File: src/rtl/alu_issue_pkg.sv
// Shared constants, stage types and opcode helper for the ALU issue/writeback sequencer.
package alu_issue_pkg;

    localparam int DATA_W = 32;
    localparam int REG_AW = 5;

    localparam logic [6:0] OP_R   = 7'b0110011;
    localparam logic [6:0] OP_I   = 7'b0010011;
    localparam logic [2:0] F3_SLL = 3'b001;
    localparam logic [2:0] F3_SR  = 3'b101;
    localparam logic [6:0] F7_ALT = 7'b0100000;

    typedef struct packed {
        logic [DATA_W-1:0] a;
        logic [DATA_W-1:0] b;
        logic [2:0]        f3;
        logic [6:0]        f7;
        logic [REG_AW-1:0] rd;
        logic              valid;
    } eStage_t;

    typedef struct packed {
        logic [DATA_W-1:0] data;
        logic              zero;
        logic [REG_AW-1:0] rd;
        logic              valid;
    } wStage_t;

    function automatic logic isAluOp(input logic [6:0] opcode);
        return (opcode == OP_R) || (opcode == OP_I);
    endfunction

endpackage

File: src/rtl/alu_issue_if.sv
// Bundle of instruction, regfile, ALU and writeback signals around alu_issue.
interface alu_issue_if
    import alu_issue_pkg::*;
#(
    parameter int XLEN    = DATA_W,
    parameter int RADDR_W = REG_AW
);
    logic [31:0]        iInstr;
    logic               iInstrValid;
    logic               oInstrReady;
    logic [RADDR_W-1:0] oRs1Addr;
    logic [RADDR_W-1:0] oRs2Addr;
    logic [XLEN-1:0]    iRs1Data;
    logic [XLEN-1:0]    iRs2Data;
    logic [XLEN-1:0]    oAluA;
    logic [XLEN-1:0]    oAluB;
    logic [2:0]         oAluFunct3;
    logic [6:0]         oAluFunct7;
    logic [XLEN-1:0]    iAluResult;
    logic               iAluZero;
    logic               oWbEn;
    logic [RADDR_W-1:0] oWbAddr;
    logic [XLEN-1:0]    oWbData;
    logic               oWbZero;
    logic               iWbReady;
    logic               oIllegal;

    modport master (
        input  iInstr, iInstrValid, iRs1Data, iRs2Data, iAluResult, iAluZero, iWbReady,
        output oInstrReady, oRs1Addr, oRs2Addr, oAluA, oAluB, oAluFunct3, oAluFunct7,
               oWbEn, oWbAddr, oWbData, oWbZero, oIllegal
    );

    modport slave (
        output iInstr, iInstrValid, iRs1Data, iRs2Data, iAluResult, iAluZero, iWbReady,
        input  oInstrReady, oRs1Addr, oRs2Addr, oAluA, oAluB, oAluFunct3, oAluFunct7,
               oWbEn, oWbAddr, oWbData, oWbZero, oIllegal
    );
endinterface

File: src/rtl/alu_issue_decode.sv
// Combinational RV32I ALU-op decode: register fields, I-immediate, funct7 masking, illegal flag.
module alu_issue_decode
    import alu_issue_pkg::*;
(
    input  logic [31:0]       instr,
    output logic [REG_AW-1:0] rs1,
    output logic [REG_AW-1:0] rs2,
    output logic [REG_AW-1:0] rd,
    output logic [2:0]        funct3,
    output logic [6:0]        funct7,
    output logic [DATA_W-1:0] imm,
    output logic              useImm,
    output logic              illegal
);
    logic [6:0] opcode_s;

    // Field extraction and per-opcode operand/funct7 selection.
    always_comb begin
        opcode_s = instr[6:0];
        rs1      = instr[19:15];
        rs2      = instr[24:20];
        rd       = instr[11:7];
        funct3   = instr[14:12];
        imm      = {{(DATA_W-12){instr[31]}}, instr[31:20]};
        useImm   = 1'b0;
        funct7   = 7'd0;
        illegal  = !isAluOp(opcode_s);
        case (opcode_s)
            OP_R: begin
                useImm = 1'b0;
                funct7 = instr[31:25];
            end
            OP_I: begin
                useImm = 1'b1;
                // Only shifts carry a real funct7; masking keeps negative ADDI from looking like SUB.
                if ((funct3 == F3_SLL) || (funct3 == F3_SR)) begin
                    funct7 = instr[31:25];
                end else begin
                    funct7 = 7'd0;
                end
            end
            default: begin
                useImm = 1'b0;
                funct7 = 7'd0;
            end
        endcase
    end

endmodule

File: src/rtl/alu_issue.sv
// Operand-issue and writeback sequencer: decode/forward into E, present to external ALU, capture into W.
module alu_issue
    import alu_issue_pkg::*;
#(
    parameter int XLEN    = DATA_W,
    parameter int RADDR_W = REG_AW
)(
    input  logic        iClk,
    input  logic        iRst,
    alu_issue_if.master bus
);
    localparam logic [RADDR_W-1:0] X0 = {RADDR_W{1'b0}};

    logic [RADDR_W-1:0] rs1_s;
    logic [RADDR_W-1:0] rs2_s;
    logic [RADDR_W-1:0] rd_s;
    logic [2:0]         funct3_s;
    logic [6:0]         funct7_s;
    logic [XLEN-1:0]    imm_s;
    logic               useImm_s;
    logic               illegal_s;

    logic [XLEN-1:0]    fwdA_s;
    logic [XLEN-1:0]    fwdB_s;
    logic [XLEN-1:0]    opB_s;

    logic               wbEn_s;
    logic               wFree_s;
    logic               eAdv_s;
    logic               ready_s;
    logic               accept_s;

    eStage_t            eReg_r;
    wStage_t            wReg_r;
    logic               illegal_r;

    alu_issue_decode u_decode (
        .instr   (bus.iInstr),
        .rs1     (rs1_s),
        .rs2     (rs2_s),
        .rd      (rd_s),
        .funct3  (funct3_s),
        .funct7  (funct7_s),
        .imm     (imm_s),
        .useImm  (useImm_s),
        .illegal (illegal_s)
    );

    // Operand forwarding: E result beats W data beats the regfile; W covers its own retiring cycle.
    always_comb begin
        fwdA_s = bus.iRs1Data;
        if (eReg_r.valid && (eReg_r.rd == rs1_s) && (rs1_s != X0)) begin
            fwdA_s = bus.iAluResult;
        end else if (wReg_r.valid && (wReg_r.rd == rs1_s) && (rs1_s != X0)) begin
            fwdA_s = wReg_r.data;
        end else begin
            fwdA_s = bus.iRs1Data;
        end

        fwdB_s = bus.iRs2Data;
        if (eReg_r.valid && (eReg_r.rd == rs2_s) && (rs2_s != X0)) begin
            fwdB_s = bus.iAluResult;
        end else if (wReg_r.valid && (wReg_r.rd == rs2_s) && (rs2_s != X0)) begin
            fwdB_s = wReg_r.data;
        end else begin
            fwdB_s = bus.iRs2Data;
        end

        if (useImm_s) begin
            opB_s = imm_s;
        end else begin
            opB_s = fwdB_s;
        end
    end

    // An rd==x0 entry in W never asserts oWbEn, so it frees the slot unconditionally.
    assign wbEn_s   = wReg_r.valid && (wReg_r.rd != X0);
    assign wFree_s  = !wReg_r.valid || (wbEn_s && bus.iWbReady) || (wReg_r.valid && (wReg_r.rd == X0));
    assign eAdv_s   = eReg_r.valid && wFree_s;
    assign ready_s  = !iRst && (!eReg_r.valid || wFree_s);
    assign accept_s = ready_s && bus.iInstrValid;

    // Execute register: loads legal accepted instructions, otherwise drains when it advances.
    always_ff @(posedge iClk) begin
        if (iRst) begin
            eReg_r <= '0;
        end else if (accept_s && !illegal_s) begin
            eReg_r <= '{a: fwdA_s, b: opB_s, f3: funct3_s, f7: funct7_s, rd: rd_s, valid: 1'b1};
        end else if (eAdv_s) begin
            eReg_r.valid <= 1'b0;
        end else begin
            eReg_r <= eReg_r;
        end
    end

    // Writeback register: captures the ALU result as E advances, holds under backpressure.
    always_ff @(posedge iClk) begin
        if (iRst) begin
            wReg_r <= '0;
        end else if (eAdv_s) begin
            wReg_r <= '{data: bus.iAluResult, zero: bus.iAluZero, rd: eReg_r.rd, valid: 1'b1};
        end else if (wFree_s) begin
            wReg_r.valid <= 1'b0;
        end else begin
            wReg_r <= wReg_r;
        end
    end

    // One-cycle pulse following acceptance of a non-ALU opcode.
    always_ff @(posedge iClk) begin
        if (iRst) begin
            illegal_r <= 1'b0;
        end else begin
            illegal_r <= accept_s && illegal_s;
        end
    end

    assign bus.oInstrReady = ready_s;
    assign bus.oRs1Addr    = rs1_s;
    assign bus.oRs2Addr    = rs2_s;
    assign bus.oAluA       = eReg_r.a;
    assign bus.oAluB       = eReg_r.b;
    assign bus.oAluFunct3  = eReg_r.f3;
    assign bus.oAluFunct7  = eReg_r.f7;
    assign bus.oWbEn       = wbEn_s;
    assign bus.oWbAddr     = wReg_r.rd;
    assign bus.oWbData     = wReg_r.data;
    assign bus.oWbZero     = wReg_r.zero;
    assign bus.oIllegal    = illegal_r;

endmodule

File: src/flat_wrapper.sv
// flat-port wrapper written by rule: the top's interface ports become plain ports
module alu_issue_flat import alu_issue_pkg::*;
#(
    parameter int XLEN    = DATA_W,
    parameter int RADDR_W = REG_AW
)
  (iClk, iRst, bus_iInstr, bus_iInstrValid, bus_iRs1Data, bus_iRs2Data, bus_iAluResult, bus_iAluZero, bus_iWbReady, bus_oInstrReady, bus_oRs1Addr, bus_oRs2Addr, bus_oAluA, bus_oAluB, bus_oAluFunct3, bus_oAluFunct7, bus_oWbEn, bus_oWbAddr, bus_oWbData, bus_oWbZero, bus_oIllegal);
  alu_issue_if #(.XLEN(XLEN), .RADDR_W(RADDR_W)) bus_i ();
  input  logic iClk;
  input  logic iRst;
  input wire logic [$bits(bus_i.iInstr)-1:0] bus_iInstr;
  input wire logic [$bits(bus_i.iInstrValid)-1:0] bus_iInstrValid;
  input wire logic [$bits(bus_i.iRs1Data)-1:0] bus_iRs1Data;
  input wire logic [$bits(bus_i.iRs2Data)-1:0] bus_iRs2Data;
  input wire logic [$bits(bus_i.iAluResult)-1:0] bus_iAluResult;
  input wire logic [$bits(bus_i.iAluZero)-1:0] bus_iAluZero;
  input wire logic [$bits(bus_i.iWbReady)-1:0] bus_iWbReady;
  output wire logic [$bits(bus_i.oInstrReady)-1:0] bus_oInstrReady;
  output wire logic [$bits(bus_i.oRs1Addr)-1:0] bus_oRs1Addr;
  output wire logic [$bits(bus_i.oRs2Addr)-1:0] bus_oRs2Addr;
  output wire logic [$bits(bus_i.oAluA)-1:0] bus_oAluA;
  output wire logic [$bits(bus_i.oAluB)-1:0] bus_oAluB;
  output wire logic [$bits(bus_i.oAluFunct3)-1:0] bus_oAluFunct3;
  output wire logic [$bits(bus_i.oAluFunct7)-1:0] bus_oAluFunct7;
  output wire logic [$bits(bus_i.oWbEn)-1:0] bus_oWbEn;
  output wire logic [$bits(bus_i.oWbAddr)-1:0] bus_oWbAddr;
  output wire logic [$bits(bus_i.oWbData)-1:0] bus_oWbData;
  output wire logic [$bits(bus_i.oWbZero)-1:0] bus_oWbZero;
  output wire logic [$bits(bus_i.oIllegal)-1:0] bus_oIllegal;
  assign bus_i.iInstr = bus_iInstr;
  assign bus_i.iInstrValid = bus_iInstrValid;
  assign bus_i.iRs1Data = bus_iRs1Data;
  assign bus_i.iRs2Data = bus_iRs2Data;
  assign bus_i.iAluResult = bus_iAluResult;
  assign bus_i.iAluZero = bus_iAluZero;
  assign bus_i.iWbReady = bus_iWbReady;
  assign bus_oInstrReady = bus_i.oInstrReady;
  assign bus_oRs1Addr = bus_i.oRs1Addr;
  assign bus_oRs2Addr = bus_i.oRs2Addr;
  assign bus_oAluA = bus_i.oAluA;
  assign bus_oAluB = bus_i.oAluB;
  assign bus_oAluFunct3 = bus_i.oAluFunct3;
  assign bus_oAluFunct7 = bus_i.oAluFunct7;
  assign bus_oWbEn = bus_i.oWbEn;
  assign bus_oWbAddr = bus_i.oWbAddr;
  assign bus_oWbData = bus_i.oWbData;
  assign bus_oWbZero = bus_i.oWbZero;
  assign bus_oIllegal = bus_i.oIllegal;
  alu_issue #(.XLEN(XLEN), .RADDR_W(RADDR_W)) u_core (.iClk(iClk), .iRst(iRst), .bus(bus_i));
endmodule
File: config.mk
export PLATFORM = sky130hd
export DESIGN_NAME = alu_issue_flat
export DESIGN_NICKNAME = d
export VERILOG_FILES = /design/src/rtl/alu_issue_pkg.sv /design/src/rtl/alu_issue_if.sv /design/src/rtl/alu_issue_decode.sv /design/src/rtl/alu_issue.sv /design/src/flat_wrapper.sv
export SDC_FILE = /design/constraint.sdc
export NUM_CORES = 1
export LEC_CHECK = 0
export BUFFER_PORTS_ARGS = -buffer_cell sky130_fd_sc_hd__buf_2
export CAP_MARGIN = 20
export CORE_ASPECT_RATIO = 0.7
export CORE_MARGIN = 4
export CORE_UTILIZATION = 46
export CTS_CLUSTER_DIAMETER = 30
export DETAILED_ROUTE_END_ITERATION = 8
export PLACE_DENSITY = 0.78
export SKIP_LAST_GASP = 1
export SYNTH_ARGS = -nofsm -noshare
export SYNTH_HDL_FRONTEND = slang
export SYNTH_SLANG_ARGS = --single-unit
File: constraint.sdc
create_clock -name iClk -period 1.9 [get_ports iClk]
set_input_delay 0.285 -clock iClk [delete_from_list [all_inputs] [get_ports iClk]]
set_output_delay 0.285 -clock iClk [all_outputs]
set_load 0.02 [all_outputs]
==> metrics.yaml <==
route:
  dr_total_vias: 7582
  avgRoutedWirePerCell_um: 20.6
  dr.first_iter.drc_count: 698
  viasPerCell: 5.67
  drc_violations: 0
  wirelength_um: 27600
  drt-pass1-iter-count: 7
  antenna_viol_nets_final: 0
placed_design:
  post-dp-hpwl_um: 17500
  place.gp.congestion: 0.859
  placement.io_buffers: 257
  post_place_setup_slack_ns: -0.243
  postPlaceCellArea_um2: 8230
clock_network:
  htree_num_levels: 4
  clock-root-buffer: "clkbuf_16"
  insertion_delay_ns: 0.41
  total_number_of_clock_tree_sinks: 120
  tritoncts: "yes"
  holdBufCountCts: 0
  cts.clk_slew.worst_paths_ns: 0.06
  cts_buffers: 17
  clock_path_buffers: 2
min_path:
  holdPathStages: 3
  holdCritStartpoint: "bus_iInstr[9]"
  timing.hold.worst_endpoint: "u_core.eReg_r[3]"
  timing.hold.worst.class: "in2reg"
run_status:
  outcome: "complete, but fails checks"
  violations: "setup timing"
finish:
  final_nets: 1256
  postLayoutCellArea_um2: 9630
  final.fill_count: 1337
  final_util_pct: 62.1
  syn_to_final_growth_pct: 32.2
  layout-drive-gt1-share_pct: 35.5
grt:
  groute.layer.met2.usage_pct: 44.8
  antenna_found_initial: 2
  global_route.usage.met1_pct: 40.2
  grt_pass1_wl_um: 40600
  grt_start_max_net_pins: 121
  grtUsageMet3_pct: 7.61
  grt_most_used_layer: "met2"
  grtUsageTotal_pct: 29.1
  gr-total-overflow: 0
  number_of_global_route_vias_before_repair: 7163
power:
  static_power_due_to_leakage_uw: 0.00412
  total_power_uw: 6490
  power_frac_comb_pct: 8.1
  power.clock.fraction_pct: 52.9
  p_per_area_nw_per_um2: 674
  p_int_uw: 4910
  worst_ir_drop_vdd_mv: 0.672
  switching_power_uw: 1580
  share_seq_of_total_power_pct: 39.0
  swShare_pct: 24.4
sta:
  holdWs_ns: 0.116
  worstMarginPinSlew_ns: 0.550
  final_max_slew_viol_count: 0
  final_period_minus_worst_setup_slack_ns: 2.21
  grt_setup_unrepaired: "yes"
  fmax_mhz: 453
  fin_crit_sh_pct: 116
  max-slew-margin-rel_pct: 63.4
  number_of_hold_slack_violations_in_the_final_timing_report: 0
  post_route_skew_ns: 0.0111
  setup_slack_ns: -0.306
  setup_violations: 119
worst_setup_path:
  worstPathRequired_ns: 1.62
  regToRegEndpoint: "u_core.bus.oAluA[2]"
  worstPathMaxFanout: 2
  reg2regPathDepth: 9
  endpoint_kind: "primary output"
  setup.reg_to_reg.worst_slack_ns: -0.29
  critPathArrivalTime_ns: 1.92
  critPathKind: "reg2out"
  regToRegStartpoint: "u_core.bus.oWbAddr[0]"
  critical_path.startpoint_type: "register"
yosys:
  syn_avg_cell_area_um2: 7.57
  synth.distinct_cells: 39
  syn-instance-count: 962
  yosys_register_bits: 120
  mapped_area_um2: 7280
  synth.yosys.warnings: 0
  synth_async_sr_flop_share_pct: 0
  ys.flop_type: "dfxtp_1"
  syn_nets: 1095
  synth_seq_area_share_pct: 33.0
  synth-edff-count: 0
run:
  max_cap_violations: 0
floorplan:
  dieWidth_um: 158
  rows: 38
  initial_core_util_pct: 47.0
  ios: 258
  floorplan.die_area_um2: 17900
  floorplan.core_area_um2: 15500
  dieHeight_um: 113
-- kinds of logic after synthesis --
| group | share of synthesized area, % |
|---|---|
| flops | 33.0 |
| compound gates | 26.3 |
| simple gates | 17.2 |
| xor+xnor | 2.40 |
| buf+inv | 21.1 |
-- placed cells by master, fill, tap and decap left out, types with 2 or more instances in the layout --
cell / n
a211oi_2: 2
a211oi_1: 62
nand2_1: 94
dfxtp_1: 119
o31ai_1: 31
nor2_1: 42
a21oi_1: 58
bufinv_16: 3
a21boi_0: 32
clkbuf_8: 2
xnor2_1: 9
o21ai_4: 2
nor3_1: 32
a211oi_4: 2
xor2_1: 8
inv_6: 2
nor2b_1: 2
buf_2: 254
a31oi_1: 32
buf_12: 28
nand3b_1: 32
clkinv_4: 4
clkinvlp_4: 3
o21ai_1: 32
and3_4: 3
and3_1: 30
nand4_1: 2
buf_4: 41
nor4_4: 2
buf_16: 9
inv_1: 70
buf_6: 7
a22oi_1: 7
clkbuf_16: 20
o21ai_0: 33
-- area by class of cell --
cell class	instances	area, um2	share of cell area [%]
Inverter	71	267	2.77
Timing Repair Buffer	343	2560	26.6
Multi-Input combinational cell	570	3520	36.6
Clock buffer	19	453	4.71
Tap cell	200	250	2.60
Sequential cell	120	2400	25.0
Antenna cell	1	2.50	0.0260
Clock inverter	13	170	1.77
-- stage by stage --
| step | setup TNS [ns] | cells |
|---|---|---|
| 2_1_floorplan | 0 | 962 |
| 3_3_place_gp | -7.06 | 1269 |
| 3_5_place_dp | -9.06 | 1269 |
| 4_1_cts | -15.92 | 1326 |
| 5_1_grt | -31.90 | 1337 |
| 6_report | -24.87 | 1337 |
-- flip-flops by register name (all words and copies together) (netlist names), 3 cells and up --
| register | cells |
|---|---|
| u_core.bus.oAluA | 32 |
| u_core.bus.oAluB | 32 |
| u_core.bus.oAluFunct3 | 3 |
| u_core.bus.oAluFunct7 | 7 |
| u_core.bus.oWbAddr | 5 |
| u_core.bus.oWbData | 32 |
| u_core.eReg_r | 6 |
-- synth_stat cells, types with 2 or more instances --
master | count | area (um2)
nor2b_1 | 2 | 12.5
and3_1 | 33 | 206
clkbuf_1 | 54 | 203
inv_1 | 71 | 267
xor2_1 | 10 | 87.6
dfxtp_1 | 120 | 2400
a211oi_2 | 2 | 25.0
nand3b_1 | 32 | 240
a211oi_1 | 64 | 480
buf_6 | 3 | 33.8
nor3_1 | 33 | 165
buf_4 | 125 | 938
nand2_1 | 94 | 353
o21ai_1 | 32 | 160
a31oi_1 | 32 | 200
buf_2 | 19 | 95.1
xnor2_1 | 10 | 87.6
nor2_1 | 43 | 161
nand4_1 | 2 | 12.5
a22oi_1 | 7 | 52.6
o31ai_1 | 32 | 240
a21oi_1 | 60 | 300
o21ai_0 | 35 | 175
a21boi_0 | 32 | 240
-- routing by layer --
metal / part of all wire (%) / routed length [um]
met5: 0.073 / 20
met4: 2.0 / 553
met3: 11 / 2930
met2: 44 / 12100
met1: 43 / 11900
-- timing repair --
| item | CTS | global route |
|---|---|---|
| gates resized for setup | 45 | 5 |
| pin swaps | 14 | 7 |
| buffers inserted | 15 | 7 |
| setup endpoints to repair | 112 | 119 |
| gates cloned | 10 | 3 |
-- critical path, stage by stage, from the launching register on --
cell and delay [ns]:
dfxtp_1 0.31, or4_4 0.57, o2111ai_4 0.23, buf_6 0.14
nor2b_1 0.12, buf_4 0.15
-- power groups by stage --
stage	clock network [uW]	logic [uW]	registers (uW)
after CTS	3460	515	2530
after global routing	3580	565	2530
final	3430	526	2530
after global placement	0	483	2580
after floorplan	0	238	2580
after detailed placement	0	485	2580
-- worst max path at each step --
| stage | startpoint | end | slack (ns) | depth (start not counted) |
|---|---|---|---|---|
| 6_report | u_core.bus.oWbAddr[0] | bus_oInstrReady | -0.31 | 5 |
| 5_1_grt | u_core.bus.oWbAddr[0] | bus_oInstrReady | -0.35 | 5 |
| 4_1_cts | u_core.bus.oWbAddr[0] | bus_oInstrReady | -0.32 | 5 |
| 3_5_place_dp | bus_iInstr[22] | u_core.bus.oAluB[9] | -0.24 | 8 |
| 3_3_place_gp | bus_iInstr[22] | u_core.bus.oAluB[9] | -0.30 | 8 |
| 2_1_floorplan | u_core.bus.oWbAddr[4] | u_core.bus.oAluB[10] | 0.02 | 7 |
No activity file was read; power rests on OpenSTA's default activity.
